$ cat src/rtl/clkctrl_pkg.sv
// -----------------------------------------------------------------------------
// clkctrl_pkg
//   Shared definitions for the clock-select sequencer family.
//   - clksel_state_e : encoding of the four sequencer states
//   - *_DEF          : default values for the sequencer parameters
//   - cnt_width()    : bit width needed for a down/up counter reaching max_val
// -----------------------------------------------------------------------------
package clkctrl_pkg;

    // Settled states are LS/HS; TO_* are the in-flight switch states.
    typedef enum logic [1:0] {
        CLKSEL_LS    = 2'd0,
        CLKSEL_TO_HS = 2'd1,
        CLKSEL_HS    = 2'd2,
        CLKSEL_TO_LS = 2'd3
    } clksel_state_e;

    localparam int SYNC_STAGES_DEF    = 2;
    localparam int DWELL_CYCLES_DEF   = 16;
    localparam int TIMEOUT_CYCLES_DEF = 255;

    // Width of a counter that must hold values 0..max_val (never below 1 bit).
    function automatic int cnt_width(input int max_val);
        int w;
        w = $clog2(max_val + 1);
        return (w < 1) ? 1 : w;
    endfunction

endpackage : clkctrl_pkg

$ cat src/rtl/clksel_seq_if.sv
// -----------------------------------------------------------------------------
// clksel_seq_if
//   Bundles the request, clock-switch feedback and status signals of the
//   clock-select sequencer.
//
//   Request handshake: req_valid is a single-cycle strobe with req_fast as its
//   payload. There is no ready signal; every strobe is consumed in the cycle
//   it is presented -- acted on, latched as the pending request (last one
//   wins), or discarded when it names the clock already selected. busy tells
//   the requester that a strobe will not take effect immediately.
//
//   Signals:
//     req_valid       request strobe
//     req_fast        requested clock (1 = HS, 0 = LS)
//     hsclk_selected  asynchronous feedback from the clock switch
//     lsclk_selected  asynchronous feedback from the clock switch
//     hsclk_sel       registered select to the clock switch
//     busy            switch in flight, dwell running or request pending
//     switch_done     one-cycle pulse on confirmed switch
//     switch_err      sticky timeout flag
//
//   Modports:
//     master : requester plus clock-switch side (drives request and feedback)
//     slave  : the sequencer
// -----------------------------------------------------------------------------
interface clksel_seq_if;

    logic req_valid;
    logic req_fast;
    logic hsclk_selected;
    logic lsclk_selected;
    logic hsclk_sel;
    logic busy;
    logic switch_done;
    logic switch_err;

    modport master (
        output req_valid,
        output req_fast,
        output hsclk_selected,
        output lsclk_selected,
        input  hsclk_sel,
        input  busy,
        input  switch_done,
        input  switch_err
    );

    modport slave (
        input  req_valid,
        input  req_fast,
        input  hsclk_selected,
        input  lsclk_selected,
        output hsclk_sel,
        output busy,
        output switch_done,
        output switch_err
    );

endinterface : clksel_seq_if

$ cat src/rtl/sync_ff.sv
// -----------------------------------------------------------------------------
// sync_ff
//   Plain flop-chain synchroniser for one asynchronous level signal.
//
//   Parameters:
//     STAGES  number of flops in the chain (>= 1)
//   Ports:
//     clk  in   destination clock
//     rst  in   synchronous active-high reset, clears every stage
//     d    in   asynchronous input
//     q    out  synchronised output (last stage)
// -----------------------------------------------------------------------------
module sync_ff #(
    parameter int STAGES = 2
) (
    input  logic clk,
    input  logic rst,
    input  logic d,
    output logic q
);

    if (STAGES < 1) begin : g_bad_stages
        $error("sync_ff: STAGES must be at least 1");
    end

    logic [STAGES-1:0] chain;

    // Shift form works for any depth including a single stage.
    always_ff @(posedge clk) begin
        if (rst) begin
            chain <= '0;
        end else begin
            chain <= (chain << 1) | STAGES'(d);
        end
    end

    assign q = chain[STAGES-1];

endmodule : sync_ff

$ cat src/rtl/clksel_seq.sv
// -----------------------------------------------------------------------------
// clksel_seq
//   Sequencer for a glitch-free HS/LS clock switch. Accepts clock requests,
//   drives the registered select, waits for the switch to confirm through
//   synchronised feedback, and enforces a minimum dwell time in each settled
//   state. Requests that cannot be served immediately are held as a single
//   pending request (last one wins).
//
//   Optional feature (macro CLKSEL_TIMEOUT_EN): a watchdog on the TO_* states.
//   If confirmation has not arrived after TIMEOUT_CYCLES cycles the sequencer
//   sets the sticky switch_err, drops hsclk_sel, returns to LS and discards
//   the pending request. Without the macro the TO_* states wait forever and
//   switch_err is constant 0.
//
//   Parameters:
//     SYNC_STAGES     synchroniser depth for the feedback inputs
//     DWELL_CYCLES    settled cycles required before the next switch
//     TIMEOUT_CYCLES  confirmation watchdog limit (CLKSEL_TIMEOUT_EN only)
//   Ports:
//     hsclk_in   in   sole clock, posedge
//     rst        in   synchronous active-high reset
//     sw         slave modport of clksel_seq_if (request/feedback/status)
//     state_dbg  out  current sequencer state (clksel_state_e encoding)
// -----------------------------------------------------------------------------
module clksel_seq
    import clkctrl_pkg::*;
#(
    parameter int SYNC_STAGES    = SYNC_STAGES_DEF,
    parameter int DWELL_CYCLES   = DWELL_CYCLES_DEF,
    parameter int TIMEOUT_CYCLES = TIMEOUT_CYCLES_DEF
) (
    input  logic         hsclk_in,
    input  logic         rst,
    clksel_seq_if.slave  sw,
    output logic [1:0]   state_dbg
);

    if (DWELL_CYCLES < 0) begin : g_bad_dwell
        $error("clksel_seq: DWELL_CYCLES must not be negative");
    end
    if (TIMEOUT_CYCLES < 1) begin : g_bad_timeout
        $error("clksel_seq: TIMEOUT_CYCLES must be at least 1");
    end

    localparam logic [1:0] ST_LS    = CLKSEL_LS;
    localparam logic [1:0] ST_TO_HS = CLKSEL_TO_HS;
    localparam logic [1:0] ST_HS    = CLKSEL_HS;
    localparam logic [1:0] ST_TO_LS = CLKSEL_TO_LS;

    localparam int            DW         = cnt_width(DWELL_CYCLES);
    localparam logic [DW-1:0] DWELL_LOAD = DW'(DWELL_CYCLES);

    // -------------------------------------------------------------------------
    // Feedback synchronisers
    // -------------------------------------------------------------------------
    logic sync_hs;
    logic sync_ls;

    sync_ff #(.STAGES(SYNC_STAGES)) u_sync_hs (
        .clk (hsclk_in),
        .rst (rst),
        .d   (sw.hsclk_selected),
        .q   (sync_hs)
    );

    sync_ff #(.STAGES(SYNC_STAGES)) u_sync_ls (
        .clk (hsclk_in),
        .rst (rst),
        .d   (sw.lsclk_selected),
        .q   (sync_ls)
    );

    // -------------------------------------------------------------------------
    // State
    // -------------------------------------------------------------------------
    logic [1:0]    state_q,     state_n;
    logic          sel_q,       sel_n;
    logic          done_q,      done_n;
    logic          pend_q,      pend_n;
    logic          pend_fast_q, pend_fast_n;
    logic [DW-1:0] dwell_q,     dwell_n;
    logic          err_q;

`ifdef CLKSEL_TIMEOUT_EN
    localparam int            TW      = cnt_width(TIMEOUT_CYCLES);
    localparam logic [TW-1:0] TO_LAST = TW'(TIMEOUT_CYCLES - 1);

    logic          err_n;
    logic [TW-1:0] to_cnt_q, to_cnt_n;
`endif

    logic dwell_zero;
    logic cur_fast;
    logic eff_valid;
    logic eff_fast;
    logic confirm;

    assign dwell_zero = (dwell_q == '0);
    assign cur_fast   = (state_q == ST_HS);

    // A fresh strobe overrides the pending request in the same cycle.
    assign eff_valid = sw.req_valid | pend_q;
    assign eff_fast  = sw.req_valid ? sw.req_fast : pend_fast_q;

    // Both-high or both-low feedback is the break-before-make gap: no confirm.
    assign confirm = (state_q == ST_TO_HS) ? (sync_hs & ~sync_ls)
                                           : (sync_ls & ~sync_hs);

    always_comb begin
        state_n     = state_q;
        sel_n       = sel_q;
        done_n      = 1'b0;
        pend_n      = pend_q;
        pend_fast_n = pend_fast_q;
        dwell_n     = dwell_zero ? '0 : dwell_q - DW'(1);
`ifdef CLKSEL_TIMEOUT_EN
        err_n       = err_q;
        to_cnt_n    = '0;
`endif

        case (state_q)
            ST_LS, ST_HS: begin
                if (eff_valid) begin
                    if (eff_fast == cur_fast) begin
                        // Already on the requested clock: nothing to do.
                        pend_n = 1'b0;
                    end else if (dwell_zero) begin
                        state_n = eff_fast ? ST_TO_HS : ST_TO_LS;
                        sel_n   = eff_fast;
                        pend_n  = 1'b0;
                    end else begin
                        pend_n      = 1'b1;
                        pend_fast_n = eff_fast;
                    end
                end
            end

            ST_TO_HS, ST_TO_LS: begin
                // The select is frozen here; requests only update pending.
                if (sw.req_valid) begin
                    pend_n      = 1'b1;
                    pend_fast_n = sw.req_fast;
                end
                if (confirm) begin
                    state_n = (state_q == ST_TO_HS) ? ST_HS : ST_LS;
                    done_n  = 1'b1;
                    dwell_n = DWELL_LOAD;
                end
`ifdef CLKSEL_TIMEOUT_EN
                else if (to_cnt_q == TO_LAST) begin
                    err_n   = 1'b1;
                    sel_n   = 1'b0;
                    state_n = ST_LS;
                    pend_n  = 1'b0;
                end else begin
                    to_cnt_n = to_cnt_q + TW'(1);
                end
`endif
            end

            default: begin
                state_n = ST_LS;
                sel_n   = 1'b0;
                pend_n  = 1'b0;
            end
        endcase
    end

    always_ff @(posedge hsclk_in) begin
        if (rst) begin
            state_q     <= ST_LS;
            sel_q       <= 1'b0;
            done_q      <= 1'b0;
            pend_q      <= 1'b0;
            pend_fast_q <= 1'b0;
            dwell_q     <= '0;
        end else begin
            state_q     <= state_n;
            sel_q       <= sel_n;
            done_q      <= done_n;
            pend_q      <= pend_n;
            pend_fast_q <= pend_fast_n;
            dwell_q     <= dwell_n;
        end
    end

`ifdef CLKSEL_TIMEOUT_EN
    always_ff @(posedge hsclk_in) begin
        if (rst) begin
            err_q    <= 1'b0;
            to_cnt_q <= '0;
        end else begin
            err_q    <= err_n;
            to_cnt_q <= to_cnt_n;
        end
    end
`else
    assign err_q = 1'b0;
`endif

    // -------------------------------------------------------------------------
    // Outputs
    // -------------------------------------------------------------------------
    assign sw.hsclk_sel   = sel_q;
    assign sw.switch_done = done_q;
    assign sw.switch_err  = err_q;
    assign sw.busy        = (state_q == ST_TO_HS) | (state_q == ST_TO_LS)
                          | ~dwell_zero | pend_q;
    assign state_dbg      = state_q;

endmodule : clksel_seq

$ cat src/flat_wrapper.sv
// flat-port wrapper written by rule: the top's interface ports become plain ports
module clksel_seq_flat import clkctrl_pkg::*;
#(
    parameter int SYNC_STAGES    = SYNC_STAGES_DEF,
    parameter int DWELL_CYCLES   = DWELL_CYCLES_DEF,
    parameter int TIMEOUT_CYCLES = TIMEOUT_CYCLES_DEF
)
  (hsclk_in, rst, state_dbg, sw_req_valid, sw_req_fast, sw_hsclk_selected, sw_lsclk_selected, sw_hsclk_sel, sw_busy, sw_switch_done, sw_switch_err);
  clksel_seq_if sw_i ();
  input  logic hsclk_in;
  input  logic rst;
  output logic [1:0] state_dbg;
  input wire logic [$bits(sw_i.req_valid)-1:0] sw_req_valid;
  input wire logic [$bits(sw_i.req_fast)-1:0] sw_req_fast;
  input wire logic [$bits(sw_i.hsclk_selected)-1:0] sw_hsclk_selected;
  input wire logic [$bits(sw_i.lsclk_selected)-1:0] sw_lsclk_selected;
  output wire logic [$bits(sw_i.hsclk_sel)-1:0] sw_hsclk_sel;
  output wire logic [$bits(sw_i.busy)-1:0] sw_busy;
  output wire logic [$bits(sw_i.switch_done)-1:0] sw_switch_done;
  output wire logic [$bits(sw_i.switch_err)-1:0] sw_switch_err;
  assign sw_i.req_valid = sw_req_valid;
  assign sw_i.req_fast = sw_req_fast;
  assign sw_i.hsclk_selected = sw_hsclk_selected;
  assign sw_i.lsclk_selected = sw_lsclk_selected;
  assign sw_hsclk_sel = sw_i.hsclk_sel;
  assign sw_busy = sw_i.busy;
  assign sw_switch_done = sw_i.switch_done;
  assign sw_switch_err = sw_i.switch_err;
  clksel_seq #(.SYNC_STAGES(SYNC_STAGES), .DWELL_CYCLES(DWELL_CYCLES), .TIMEOUT_CYCLES(TIMEOUT_CYCLES)) u_core (.hsclk_in(hsclk_in), .rst(rst), .sw(sw_i), .state_dbg(state_dbg));
endmodule
$ cat config.mk
export PLATFORM = sky130hd
export DESIGN_NAME = clksel_seq_flat
export DESIGN_NICKNAME = d
export VERILOG_FILES = /design/src/rtl/clkctrl_pkg.sv /design/src/rtl/clksel_seq_if.sv /design/src/rtl/sync_ff.sv /design/src/rtl/clksel_seq.sv /design/src/flat_wrapper.sv
export SDC_FILE = /design/constraint.sdc
export NUM_CORES = 1
export LEC_CHECK = 0
export BUFFER_PORTS_ARGS = -buffer_cell sky130_fd_sc_hd__buf_2
export CAP_MARGIN = 20
export CELL_PAD_IN_SITES_DETAIL_PLACEMENT = 0
export CELL_PAD_IN_SITES_GLOBAL_PLACEMENT = 1
export CORE_UTILIZATION = 28
export DETAILED_ROUTE_END_ITERATION = 8
export GPL_ROUTABILITY_DRIVEN = 0
export PLACE_DENSITY = 0.68
export SLEW_MARGIN = 40
export SYNTH_ARGS = -nofsm -noshare
export SYNTH_HDL_FRONTEND = slang
export SYNTH_SLANG_ARGS = --single-unit
$ cat constraint.sdc
create_clock -name hsclk_in -period 1.8 [get_ports hsclk_in]
set_input_delay 0.54 -clock hsclk_in [delete_from_list [all_inputs] [get_ports hsclk_in]]
set_output_delay 0.54 -clock hsclk_in [all_outputs]
set_load 0.02 [all_outputs]
==> run summary <==
The number of setup buffers added after CTS is 0. The start of the worst register-to-register path is u_core.dwell_q[1]. The area of the core is 2062 um2.

The checks that failed: setup timing. The final-report max-slew violation count is 0. The number of sinks driven by the clock tree came out at 15. In this run, the combinational gates consume 52.4% of the power. The total wirelength of the detailed-routed design came out at 1202 um.

The half-perimeter wire length after detailed placement came out at 856 um. Derived from the worst setup path, the maximum achievable clock frequency is 432.2 MHz. The maximum single-stage delay on the critical path is around 460 ps.

The initial core utilization is 31.13%. The internal portion of the total power is roughly 0.9 mW. The average routed wire per standard cell is 10.45 um. The family with the most delay on the worst path is simple AND/OR/NAND/NOR gates. Setup repair after global routing could not meet its margin everywhere. The number of vias after detailed routing is 517. In this run, the number of DRC markers left after iteration 0 of detailed routing was 9. Of all nets on the critical path, the largest fanout is 3. The share of the clock period used by the worst path after layout came out at 128.5%. The post-synthesis to final-layout area growth came out at 26.71%. The number of synthesis warnings came out at 0. The launch point of the worst hold path is u_core.u_sync_ls.chain[0].

The proportion of synthesized chip area in sequential cells is 46.78%. The repair_antennas step left the layout with diodes totalling 0. The mean instance size in the synthesized netlist is 8.915 um2. The worst-case vdd ir drop came out at 837.0 uV. The synthesized netlist occupies a cell area of 641.9 um2. Traced cell by cell, the critical path runs through inv_2, ha_4, or4b_4, or3_4, buf_6. The slowest stage of the critical path is the or4b_4 cell. The clock latency on the worst-skew pair came out at between 200 and 300 ps. The initial antenna violation count came out at 0. The pin count of the biggest net entering global routing is 14.

The proportion of register bits with asynchronous set or reset after synthesis came out at 0%. The critical path capture point type is a primary output. The H-tree depth came out at 1. The data arrival time at the worst-slack endpoint came out at roughly 1800 ps.

The synthesized netlist cell count came out at 72. The number of maximum-capacitance violations is 0. After clock tree synthesis, the clock-pin slew on the worst setup and hold paths is 80 ps. Counting both buffers and inverters, the worst setup path holds a total of 2. The worst hold-check path type is reg -> reg.

The critical path is of the reg -> out type. The depth of the most critical reg-to-reg path is 6. The remaining global-route overflow came out at 0. Dividing the detail-routed via count by the number of cells gives 4.496. The portion of total power attributed to sequential cells came out at 33.9%.

The post-layout minimum cycle time is 2314 ps. The most used flip-flop cell after synthesis is dfxtp_1. The share of Yosys cell area claimed by the top area cell type is 46.78%. Sorting the synthesized cells by area gives the leading types as dfxtp_1 47%, nor2_1 5.3%, nor2b_1 4.9%, a21oi_1 4.7%, nand2b_1 3.9%. In this run the critical register-to-register path is captured at u_core.pend_fast_q. The number of cells on the worst hold path is 1. The number of enable-type register cells in the synthesized netlist came out at 0. For the final database, setup skew stands at 2.234 ps. The minimum setup slack in the final design came out at -513.7 ps. After synthesis, the netlist uses 29 different library cells.

The power share of the clock group came out at between 10% and 20%. After routing, the total negative slack on setup checks comes to -513.7 ps. In this run, CTS created clock tree buffers numbering 3. The net switching power of the design came out at 0.4998 mW.

The launching element type of the critical path is a flip-flop. The DRC violations left came out at 0. Across all hold checks on the routed design, the worst slack comes to ~440 ps. The die outline area is 2488 um2. The flip-flop and latch count after synthesis came out at 15.

The flow ran to the end, but the final reports show violations. The power density over the cells is approximately 1700 nW/um2. The total of hold buffers inserted after clock tree synthesis is 0. By count the netlist is led by 15 x dfxtp_1, 9 x nor2_1, 6 x a21oi_1, 5 x nor2b_1, 4 x nand2b_1. The switching part of the total power is 36.24%. The total nets after synthesis is between 70 and 80. The die is 49.88 um wide.

The total power is 1.379 mW. The count of nets left with antenna violations once routing finished came out at 0. The first-pass GRT wire length came out at approximately 1900 um. The cell at the root of the clock tree is clkbuf_4.

The data required time of the critical path came out at 1260 ps. The final setup violation count came out at 1. The site row count is 16. At the placement stage, the worst setup path has a slack of -190.1 ps. For this design the top-level I/O count stands at 12.

The global-route usage over all layers is roughly a tenth. For hold timing, the worst endpoint is u_core.u_sync_ls.chain[1]. Of the cells placed in the final design, the portion with a size suffix greater than 1 is a little under a third. The setup slack of the most critical reg-to-reg path came out at 70 ps. The vertical die dimension came out at 49.88 um. Among all cell types in the netlist, the one instantiated most often is dfxtp_1. The post-layout net count came out at 96. TritonCTS built the clock tree. The via count of the first global-routing pass is 461.

Summed over all instances, the cell type with the most area after synthesis is dfxtp_1. The final number of hold-violating endpoints was 0. Port buffering added 10 buffers. The largest buffer count on any clock path is 2. Before antenna repair, the detailed router went through 4 iterations. The static leakage came out at 0.3490 nW.
==> cell type report <==
type	count	area (um2)
clock buffers	4	26.28
fillers	213	1249
flip-flops and latches	15	302.8
repair buffers	16	101.3
multi-input cells	50	337.8
inverters	3	11.26
well taps	27	33.78
==> routing by layer <==
layer	GRT usage, %	part of all wire [%]
met1	12.27	48
met2	16.67	46
met3	4.938	6.0
met4	2.857	0
met5	0	0
==> flip-flops by register name (all words and copies together) (netlist names) <==
register / flops
u_core.state_dbg: 2
u_core.sw.hsclk_sel: 1
u_core.sw.switch_done: 1
u_core.pend_fast_q: 1
u_core.u_sync_hs.chain: 2
u_core.dwell_q: 5
u_core.pend_q: 1
u_core.u_sync_ls.chain: 2
==> logic make-up (layout without fill, tap and decap cells) <==
family / Yosys count / count (layout) / share of synthesized area, %
xor+xnor: 2 / 2 / 2.730
buf+inv: 7 / 23 / 4.873
fa+ha+maj: 1 / 1 / 1.949
compound gates: 12 / 12 / 10.53
flops: 15 / 15 / 46.78
mux: 2 / 2 / 3.314
other cells: 1 / 1 / 0.5842
simple gates: 32 / 32 / 29.24
==> worst max path at each step <==
| stage | from | endpoint | slack [ps] | cells past startpoint |
|---|---|---|---|---|
| finish | u_core.dwell_q[1] | sw_busy | -510 | 5 |
| global route | u_core.dwell_q[1] | sw_busy | -570 | 5 |
| CTS | u_core.dwell_q[0] | sw_busy | -500 | 5 |
| detailed placement | u_core.dwell_q[0] | sw_busy | -190 | 5 |
| global placement | u_core.dwell_q[0] | sw_busy | -180 | 5 |
| floorplan | u_core.dwell_q[0] | sw_busy | -190 | 5 |
==> power by group through the flow <==
stage / registers [mW] / logic [mW] / clock network, mW
detailed placement: 0.466 / 0.619 / 0
global placement: 0.464 / 0.612 / 0
CTS: 0.461 / 0.681 / 0.202
global route: 0.480 / 0.797 / 0.219
floorplan: 0.490 / 0.406 / 0
finish: 0.468 / 0.723 / 0.188
==> metrics by stage <==
step	instances	util (%)	area, um2
floorplan	72	-	646.9
global placement	111	36.65	755.7
detailed placement	111	36.65	755.7
CTS	115	38.53	794.5
global route	115	39.44	813.3
finish	115	39.44	813.3
==> cell usage in the layout, fill, tap and decap left out, drive strengths merged <==
master  count
a21oi       6
or3b        1
dfxtp      15
nor3b       1
or3         1
nor2       10
o21ai       2
conb        1
nor2b       5
ha          1
mux2i       1
nand2       2
a31oi       3
buf        16
mux2        1
nor3        2
and3b       1
nand3       1
or4b        1
xnor2       2
inv         3
nand2b      4
a311oi      1
nand3b      2
clkbuf      4
or2b        1
==> repair_timing <==
item	CTS	global route
cloned	0	0
pin swaps	0	2
gates resized for setup	4	6
setup endpoints to repair	1	2
No activity file was read; power rests on OpenSTA's default activity.
